### src/rtl/zc_pkg.sv
// Shared types and helpers for the zero-crossing period meter.
package zc_pkg;

    localparam int unsigned CW_DEF = 32;
    localparam int unsigned SAT_W  = 64;
    localparam int unsigned SAT_W1 = SAT_W + 1;

    typedef enum logic [0:0] {
        SEEK  = 1'b0,
        COUNT = 1'b1
    } zc_state_e;

    // Unsigned add clamped to 2^w-1; w must not exceed SAT_W
    function automatic logic [SAT_W-1:0] sat_add(
        input logic [SAT_W-1:0] a,
        input logic [SAT_W-1:0] b,
        input int unsigned      w
    );
        logic [SAT_W:0] sum;
        logic [SAT_W:0] lim;
        sum = {1'b0, a} + {1'b0, b};
        lim = (SAT_W1'(1) << w) - SAT_W1'(1);
        if (sum > lim) begin
            return lim[SAT_W-1:0];
        end
        return sum[SAT_W-1:0];
    endfunction

endpackage

### src/rtl/zc_period_meter_if.sv
// Sample input and period result bus of the zero-crossing period meter.
// Amplitude results exist only when ZC_PEAK_DETECT_EN is defined.
interface zc_period_meter_if #(
    parameter int unsigned DW = 16,
    parameter int unsigned CW = 32
);
    logic                 en;
    logic signed [DW-1:0] din;
    logic [CW-1:0]        period_sum;
    logic [CW-1:0]        period_avg;
    logic                 period_valid;
    logic                 locked;
    logic                 timeout;
`ifdef ZC_PEAK_DETECT_EN
    logic signed [DW-1:0] amp_max;
    logic signed [DW-1:0] amp_min;

    modport master (
        output en, din,
        input  period_sum, period_avg, period_valid, locked, timeout, amp_max, amp_min
    );
    modport slave (
        input  en, din,
        output period_sum, period_avg, period_valid, locked, timeout, amp_max, amp_min
    );
`else
    modport master (
        output en, din,
        input  period_sum, period_avg, period_valid, locked, timeout
    );
    modport slave (
        input  en, din,
        output period_sum, period_avg, period_valid, locked, timeout
    );
`endif
endinterface

### src/rtl/zc_hyst_detect.sv
// Rising zero-crossing detector with symmetric hysteresis.
module zc_hyst_detect #(
    parameter int unsigned DW   = 16,
    parameter int unsigned HYST = 64
) (
    input  logic                 clk,
    input  logic                 rst,
    input  logic                 i_en,
    input  logic signed [DW-1:0] i_din,
    output logic                 o_event_c
);

    localparam logic signed [DW-1:0] POS_TH = DW'(HYST);
    localparam logic signed [DW-1:0] NEG_TH = -POS_TH;

    logic r_armed;
    logic w_low;
    logic w_rise;

    assign w_low     = (i_din < NEG_TH);
    assign w_rise    = r_armed && (i_din >= POS_TH);
    assign o_event_c = i_en && w_rise;

    // Arm below -HYST, disarm on the crossing strobe
    always_ff @(posedge clk or posedge rst) begin
        if (rst) begin
            r_armed <= 1'b0;
        end else if (i_en) begin
            if (w_rise) begin
                r_armed <= 1'b0;
            end else if (w_low) begin
                r_armed <= 1'b1;
            end
        end
    end

endmodule

### src/rtl/zc_period_meter.sv
// Measures the period (in strobes) between rising zero crossings and
// averages it over 2^AVG_LOG2 periods. Optional ZC_PEAK_DETECT_EN adds
// per-window min/max amplitude results.
module zc_period_meter
    import zc_pkg::*;
#(
    parameter int unsigned DW       = 16,
    parameter int unsigned CW       = CW_DEF,
    parameter int unsigned HYST     = 64,
    parameter int unsigned AVG_LOG2 = 3,
    parameter int unsigned TIMEOUT  = 1000000
) (
    input  logic              clk,
    input  logic              rst,
    zc_period_meter_if.slave  bus
);

    localparam int unsigned   NP_W    = AVG_LOG2 + 1;
    localparam logic [NP_W-1:0] NP_FULL = NP_W'(1) << AVG_LOG2;

    zc_state_e       r_state;
    zc_state_e       w_state_next;
    logic [CW-1:0]   r_cnt;
    logic [CW-1:0]   r_acc;
    logic [NP_W-1:0] r_np;
    logic [CW-1:0]   r_sum;
    logic [CW-1:0]   r_avg;
    logic            r_valid;
    logic            r_timeout;
    logic            r_locked;

    logic            w_event;
    logic            w_timeout_hit;
    logic            w_complete;
    logic [CW-1:0]   w_cnt_inc;
    logic [CW-1:0]   w_acc_add;
    logic [NP_W-1:0] w_np_inc;
    logic [CW-1:0]   w_cnt_next;
    logic [CW-1:0]   w_acc_next;
    logic [NP_W-1:0] w_np_next;
    logic [CW-1:0]   w_sum_next;
    logic [CW-1:0]   w_avg_next;
    logic            w_valid_next;
    logic            w_timeout_next;

    zc_hyst_detect #(
        .DW   (DW),
        .HYST (HYST)
    ) u_hyst (
        .clk       (clk),
        .rst       (rst),
        .i_en      (bus.en),
        .i_din     (bus.din),
        .o_event_c (w_event)
    );

    assign w_cnt_inc     = CW'(sat_add(SAT_W'(r_cnt), SAT_W'(1), CW));
    assign w_acc_add     = CW'(sat_add(SAT_W'(r_acc), SAT_W'(r_cnt), CW));
    assign w_np_inc      = r_np + NP_W'(1);
    assign w_complete    = (r_state == COUNT) && w_event && (w_np_inc == NP_FULL);
    // An event on the same strobe pre-empts the timeout
    assign w_timeout_hit = (r_state == COUNT) && bus.en && !w_event && (r_cnt >= CW'(TIMEOUT));

    // State register
    always_ff @(posedge clk or posedge rst) begin
        if (rst) begin
            r_state <= SEEK;
        end else begin
            r_state <= w_state_next;
        end
    end

    // Next-state logic: lock on first crossing, drop lock on timeout
    always_comb begin
        w_state_next = r_state;
        if (bus.en) begin
            case (r_state)
                SEEK:    if (w_event)       w_state_next = COUNT;
                COUNT:   if (w_timeout_hit) w_state_next = SEEK;
                default: w_state_next = SEEK;
            endcase
        end
    end

    // Output and datapath next values
    always_comb begin
        w_cnt_next     = r_cnt;
        w_acc_next     = r_acc;
        w_np_next      = r_np;
        w_sum_next     = r_sum;
        w_avg_next     = r_avg;
        w_valid_next   = 1'b0;
        w_timeout_next = r_timeout;
        if (bus.en) begin
            w_cnt_next = w_event ? CW'(1) : w_cnt_inc;
            case (r_state)
                SEEK: begin
                    if (w_event) begin
                        w_acc_next = '0;
                        w_np_next  = '0;
                    end
                end
                COUNT: begin
                    if (w_complete) begin
                        w_sum_next     = w_acc_add;
                        w_avg_next     = w_acc_add >> AVG_LOG2;
                        w_valid_next   = 1'b1;
                        w_timeout_next = 1'b0;
                        w_acc_next     = '0;
                        w_np_next      = '0;
                    end else if (w_event) begin
                        w_acc_next = w_acc_add;
                        w_np_next  = w_np_inc;
                    end else if (w_timeout_hit) begin
                        w_timeout_next = 1'b1;
                        w_acc_next     = '0;
                        w_np_next      = '0;
                    end
                end
                default: begin
                    w_acc_next = '0;
                    w_np_next  = '0;
                end
            endcase
        end
    end

    // Datapath and result registers
    always_ff @(posedge clk or posedge rst) begin
        if (rst) begin
            r_cnt     <= '0;
            r_acc     <= '0;
            r_np      <= '0;
            r_sum     <= '0;
            r_avg     <= '0;
            r_valid   <= 1'b0;
            r_timeout <= 1'b0;
            r_locked  <= 1'b0;
        end else begin
            r_cnt     <= w_cnt_next;
            r_acc     <= w_acc_next;
            r_np      <= w_np_next;
            r_sum     <= w_sum_next;
            r_avg     <= w_avg_next;
            r_valid   <= w_valid_next;
            r_timeout <= w_timeout_next;
            r_locked  <= (w_state_next == COUNT);
        end
    end

    assign bus.period_sum   = r_sum;
    assign bus.period_avg   = r_avg;
    assign bus.period_valid = r_valid;
    assign bus.locked       = r_locked;
    assign bus.timeout      = r_timeout;

`ifdef ZC_PEAK_DETECT_EN
    logic signed [DW-1:0] r_max;
    logic signed [DW-1:0] r_min;
    logic signed [DW-1:0] r_amp_max;
    logic signed [DW-1:0] r_amp_min;
    logic                 r_trk_reload;
    logic signed [DW-1:0] w_max_cur;
    logic signed [DW-1:0] w_min_cur;
    logic                 w_win_start;

    assign w_win_start = (r_state == SEEK) && w_event;

    // Running extremes including the current sample
    always_comb begin
        w_max_cur = r_max;
        w_min_cur = r_min;
        if (r_trk_reload || (bus.din > r_max)) w_max_cur = bus.din;
        if (r_trk_reload || (bus.din < r_min)) w_min_cur = bus.din;
    end

    // Trackers restart on the sample after a window boundary
    always_ff @(posedge clk or posedge rst) begin
        if (rst) begin
            r_max        <= '0;
            r_min        <= '0;
            r_amp_max    <= '0;
            r_amp_min    <= '0;
            r_trk_reload <= 1'b1;
        end else if (bus.en) begin
            r_max        <= w_max_cur;
            r_min        <= w_min_cur;
            r_trk_reload <= w_win_start || w_complete;
            if (w_complete) begin
                r_amp_max <= w_max_cur;
                r_amp_min <= w_min_cur;
            end
        end
    end

    assign bus.amp_max = r_amp_max;
    assign bus.amp_min = r_amp_min;
`endif

endmodule

### src/flat_wrapper.sv
// flat-port wrapper written by rule: the top's interface ports become plain ports
module zc_period_meter_flat import zc_pkg::*;
#(
    parameter int unsigned DW       = 16,
    parameter int unsigned CW       = CW_DEF,
    parameter int unsigned HYST     = 64,
    parameter int unsigned AVG_LOG2 = 3,
    parameter int unsigned TIMEOUT  = 1000000
)
  (clk, rst, bus_en, bus_din, bus_period_sum, bus_period_avg, bus_period_valid, bus_locked, bus_timeout);
  zc_period_meter_if #(.DW(DW), .CW(CW)) bus_i ();
  input  logic clk;
  input  logic rst;
  input wire logic [$bits(bus_i.en)-1:0] bus_en;
  input wire logic [$bits(bus_i.din)-1:0] bus_din;
  output wire logic [$bits(bus_i.period_sum)-1:0] bus_period_sum;
  output wire logic [$bits(bus_i.period_avg)-1:0] bus_period_avg;
  output wire logic [$bits(bus_i.period_valid)-1:0] bus_period_valid;
  output wire logic [$bits(bus_i.locked)-1:0] bus_locked;
  output wire logic [$bits(bus_i.timeout)-1:0] bus_timeout;
  assign bus_i.en = bus_en;
  assign bus_i.din = bus_din;
  assign bus_period_sum = bus_i.period_sum;
  assign bus_period_avg = bus_i.period_avg;
  assign bus_period_valid = bus_i.period_valid;
  assign bus_locked = bus_i.locked;
  assign bus_timeout = bus_i.timeout;
  zc_period_meter #(.DW(DW), .CW(CW), .HYST(HYST), .AVG_LOG2(AVG_LOG2), .TIMEOUT(TIMEOUT)) u_core (.clk(clk), .rst(rst), .bus(bus_i));
endmodule
### config.mk
export PLATFORM = sky130hd
export DESIGN_NAME = zc_period_meter_flat
export DESIGN_NICKNAME = d
export VERILOG_FILES = /design/src/rtl/zc_pkg.sv /design/src/rtl/zc_period_meter_if.sv /design/src/rtl/zc_hyst_detect.sv /design/src/rtl/zc_period_meter.sv /design/src/flat_wrapper.sv
export SDC_FILE = /design/constraint.sdc
export NUM_CORES = 1
export LEC_CHECK = 0
export CAP_MARGIN = 20
export CORE_MARGIN = 2
export CORE_UTILIZATION = 57
export DETAILED_ROUTE_END_ITERATION = 8
export GPL_TIMING_DRIVEN = 1
export MAX_ROUTING_LAYER = met4
export PLACE_DENSITY = 0.92
export SLEW_MARGIN = 20
export SYNTH_ARGS = -nofsm -noshare
export SYNTH_HDL_FRONTEND = slang
export SYNTH_HIERARCHICAL = 1
export SYNTH_SLANG_ARGS = --single-unit
### constraint.sdc
create_clock -name clk -period 3.55 [get_ports clk]
set_input_delay 0.355 -clock clk [delete_from_list [all_inputs] [get_ports clk]]
set_output_delay 0.355 -clock clk [all_outputs]
set_load 0.03 [all_outputs]
==> flow_results.org <==
** Status
- Run status :: finished, final reports clean

** Logic synthesis
- In this run the biggest area consumer among cell types represents 35.3% of the synthesized area.
- In the synthesized netlist, the number of instances is 856.
- Synth Cell Area :: 7370 um2
- Biggest area contributors in the synthesized netlist :: sky130_fd_sc_hd__dfrtp_1 35%, sky130_fd_sc_hd__ha_1 6.3%, sky130_fd_sc_hd__nor2_1 5.6%
- The share of the Yosys chip area taken by registers is 35.3%.
- Commonest register cell after synthesis :: sky130_fd_sc_hd__dfrtp_1
- Each instance of the synthesized netlist takes up on average 8.61 um2.
- Post-synth EDFFs :: 0
- Counting distinct cell types in the post-synthesis netlist gives 84.
- Count leader, synth :: sky130_fd_sc_hd__nor2_1
- Warnings, synthesis :: 6
- Proportion of synthesized flip-flops having asynchronous set or reset :: 100%
- Counting flops and latches in the post-synthesis netlist gives 104.
- Leading post-synthesis cells by instance count :: 110 x sky130_fd_sc_hd__nor2_1, 104 x sky130_fd_sc_hd__dfrtp_1, 70 x sky130_fd_sc_hd__a21oi_1
- The largest total area in the synthesized netlist belongs to sky130_fd_sc_hd__dfrtp_1.

** Critical path
- The worst setup path is of the flip-flop to flip-flop kind.
- The slowest stage of the critical path is the sky130_fd_sc_hd__o41ai_4 cell.
- Crit-path max FO :: 13
- The critical path contains buffers and inverters numbering 2 combined.
- STA puts the critical path data required time at 3.76 ns.
- Cell family with most CP delay :: compound AO/OA/AOI/OAI gates
- STA classifies the critical path startpoint as a flip-flop.
- Highest cell delay on the worst timing path :: 0.58 ns
- Cell chain of the critical path :: ha_1, a21o_1, a21o_1, a31oi_1, a2111o_1, nand2_1, o41ai_4, buf_4, buf_4, a31oi_1
- For the worst setup path, the data arrival time is 3.52 ns.
- The worst setup path is captured at a flip-flop.

** Routing
- DRC violations left :: 0
- The first routing iteration left 926 violations.
- For this run, the detailed router's first-pass iteration total came to 5.
- Routed length per placed instance :: 18.5 um
- Total via count after detailed routing :: 6933
- The count of nets left with antenna violations once routing finished came out at 0.
- The final layout contains routed wiring with a total length of 19700 um.
- Via-per-instance ratio :: 6.49

** Clock tree
- Count of hold buffers inserted by post-cts repair :: 0
- Maximum clock insertion buffer count :: 2
- Post-CTS clock slew at the launch and capture registers of the worst setup and hold paths :: 0.07 ns
- The tree is rooted in a sky130_fd_sc_hd__clkbuf_16.
- Clk Latency, worst-skew pair :: 0.35 ns
- In this run the post-CTS setup repair buffer count came out at 0.
- In this run the number of H-tree levels came out at 3.
- Number of buffers inserted during clock tree synthesis :: 9
- Clock sink total :: 104
- TritonCTS built the clock tree.
- Gates resized, CTS repair :: 0

** Global route
- Initial antenna violation count :: 0
- Met3 track utilization from global routing :: 4.46%
- Busiest layer in global routing :: met2
- Global routing consumed, on the met2 layer, 47.5% of the routing resources.
- Fraction of met1 tracks used by global routing :: 37.9%
- The number of global-route vias before repair was 6672.
- Aggregate global-route resource usage :: 29.4%
- Entering global routing, the biggest net connects 68 pins.
- Overflow after GRT :: 0
- The first global-routing pass estimated 32900 um of wire.

** Timing
- Crit path time final :: 3.31 ns
- Slew at the pin with the worst max-slew slack :: 0.863 ns
- Maximum clock skew at final layout :: 0.00670 ns
- After layout, the worst path uses 93.3% of the clock period.
- Headroom to the max-slew limit came out at 42.4%.
- Setup violations remaining at the end of the flow were counted as 0.
- Setup TNS :: 0 ns
- After layout, the worst setup slack is 0.237 ns.
- Final max-slew violation count :: 0
- Final-report hold violation count :: 0
- Maximum clock frequency :: 302 MHz
- Setup repair after global routing missed its margin :: false

** Floorplanning
- Width of the die :: 118 um
- The region available for standard cell placement spans 12600 um2.
- The floorplan step set the die height to 118 um.
- Initial Utilization :: 58.4%
- The floorplan step defined a die boundary enclosing 13800 um2.
- The initialized floorplan defines 41 standard-cell rows.
- In this run the count of I/O pins placed on the die edge is 86.

** Power
- Proportion of power drawn by the clock network :: 35.5%
- For this design the total switching power over the nets is 889 uW.
- Of the total power, registers draw 45.2%.
- Power Internal :: 2090 uW
- Leakage power total :: 0.00379 uW
- Across the VDD grid, the largest voltage drop is 288 uV.
- Power density of the placed cells :: 355 nW/um2
- In this run switching power makes up 29.8% of total power.
- Of the total power, combinational logic draws 19.3%.

** Placement
- Number of I/O port buffers :: 76
- HPWL after detailed placement :: 14200 um
- The congestion estimate from routability-driven global placement came to 0.979.
- Post-placement worst setup slack :: 0.364 ns

** Cells and area
- Count of inserted antenna diode cells :: 0
- Cells with a size suffix above 1 make up 8.70% of the layout.
- Area growth from synthesis to final layout :: 13.8%
- At the end of the flow the core is filled with cells to 66.4%.
- For this run, the post-layout net count is 950.

** Flow run
- Max-cap violations in this run came to 0.

** Hold path
- The path class of the tightest hold or removal check is primary input to asynchronous set/reset pin.
-- per-layer routing --
metal	share of wire [%]	up-vias
met5	0	-
li1	-	3182
met3	7.4	60
met1	41	3339
met2	48	352
met4	3.0	0
-- power groups by stage --
stage	registers (uW)	logic [uW]	clock network [uW]
4_1_cts	1350	569	1070
3_5_place_dp	1370	565	0
3_3_place_gp	1360	540	0
6_report	1350	574	1060
2_1_floorplan	1360	417	0
5_1_grt	1360	641	1110
-- final timing paths --
kind                                  start                   endpoint  slack (ns)  depth (start not counted)
min in group clk            u_core/r_acc[5]            u_core/r_acc[5]        0.49                          2
max reg2reg                u_core/r_cnt[13]  u_core/bus.period_sum[26]        0.24                         10
max in group asynchronous               rst  u_core/bus.period_sum[13]        2.29                          3
min reg2reg                 u_core/r_acc[5]            u_core/r_acc[5]        0.49                          2
max                        u_core/r_cnt[13]  u_core/bus.period_sum[26]        0.24                         10
min                                     rst      u_core/u_hyst/r_armed        0.22                          2
-- flip-flops by register name (all words and copies together), names as in the netlist --
signal / count
u_core/r_acc: 32
u_core/bus.period_sum: 32
u_core/r_np: 4
u_core/r_cnt: 32
u_core/bus.locked: 1
u_core/bus.period_valid: 1
u_core/u_hyst/r_armed: 1
u_core/bus.timeout: 1
-- metrics by stage --
stage / cell area (um2) / cells / power, uW / hold slack [ns]
2_1_floorplan: 7370 / 858 / 1780 / 0.0837
3_3_place_gp: 8080 / 1054 / 1900 / 0.466
3_5_place_dp: 8080 / 1054 / 1930 / 0.476
4_1_cts: 8390 / 1069 / 2980 / 0.220
5_1_grt: 8390 / 1069 / 3110 / 0.233
6_report: 8390 / 1069 / 2980 / 0.222
-- logic make-up (layout without fill, tap and decap cells) --
kind of cell,after synthesis,count (layout),share of synthesized area (%)
mux,5,5,0.713
flops,104,104,35.3
compound gates,250,250,22.1
buf+inv,96,135,7.76
fa+ha+maj,38,38,6.56
other cells,1,3,0.0509
xor+xnor,36,36,4.28
simple gates,326,326,23.2
-- cells in the final DEF, fill, tap and decap left out, types with 11 or more instances in the layout --
cell type and count:
sky130_fd_sc_hd__a21o_1 21, sky130_fd_sc_hd__ha_1 37, sky130_fd_sc_hd__nand4_1 25, sky130_fd_sc_hd__nand2_1 69
sky130_fd_sc_hd__buf_4 26, sky130_fd_sc_hd__o21ai_0 50, sky130_fd_sc_hd__dfrtp_1 104, sky130_fd_sc_hd__inv_1 15
sky130_fd_sc_hd__a21oi_1 70, sky130_fd_sc_hd__a31oi_1 29, sky130_fd_sc_hd__nand3_1 25, sky130_fd_sc_hd__xnor2_1 20
sky130_fd_sc_hd__clkdlybuf4s50_1 75, sky130_fd_sc_hd__nor3_1 20, sky130_fd_sc_hd__and3_1 11, sky130_fd_sc_hd__xor2_1 16
sky130_fd_sc_hd__nor2_1 108
-- final cells by class --
| cell class | instances | area (um2) |
|---|---|---|
| well taps | 172 | 215 |
| clock buffers | 12 | 236 |
| fillers | 991 | 4230 |
| multi-input cells | 658 | 4210 |
| clock inverters | 3 | 67.6 |
| inverters | 16 | 62.6 |
| flip-flops and latches | 104 | 2600 |
| repair buffers | 104 | 991 |
Note: power is estimated with default switching activity, not from simulation.
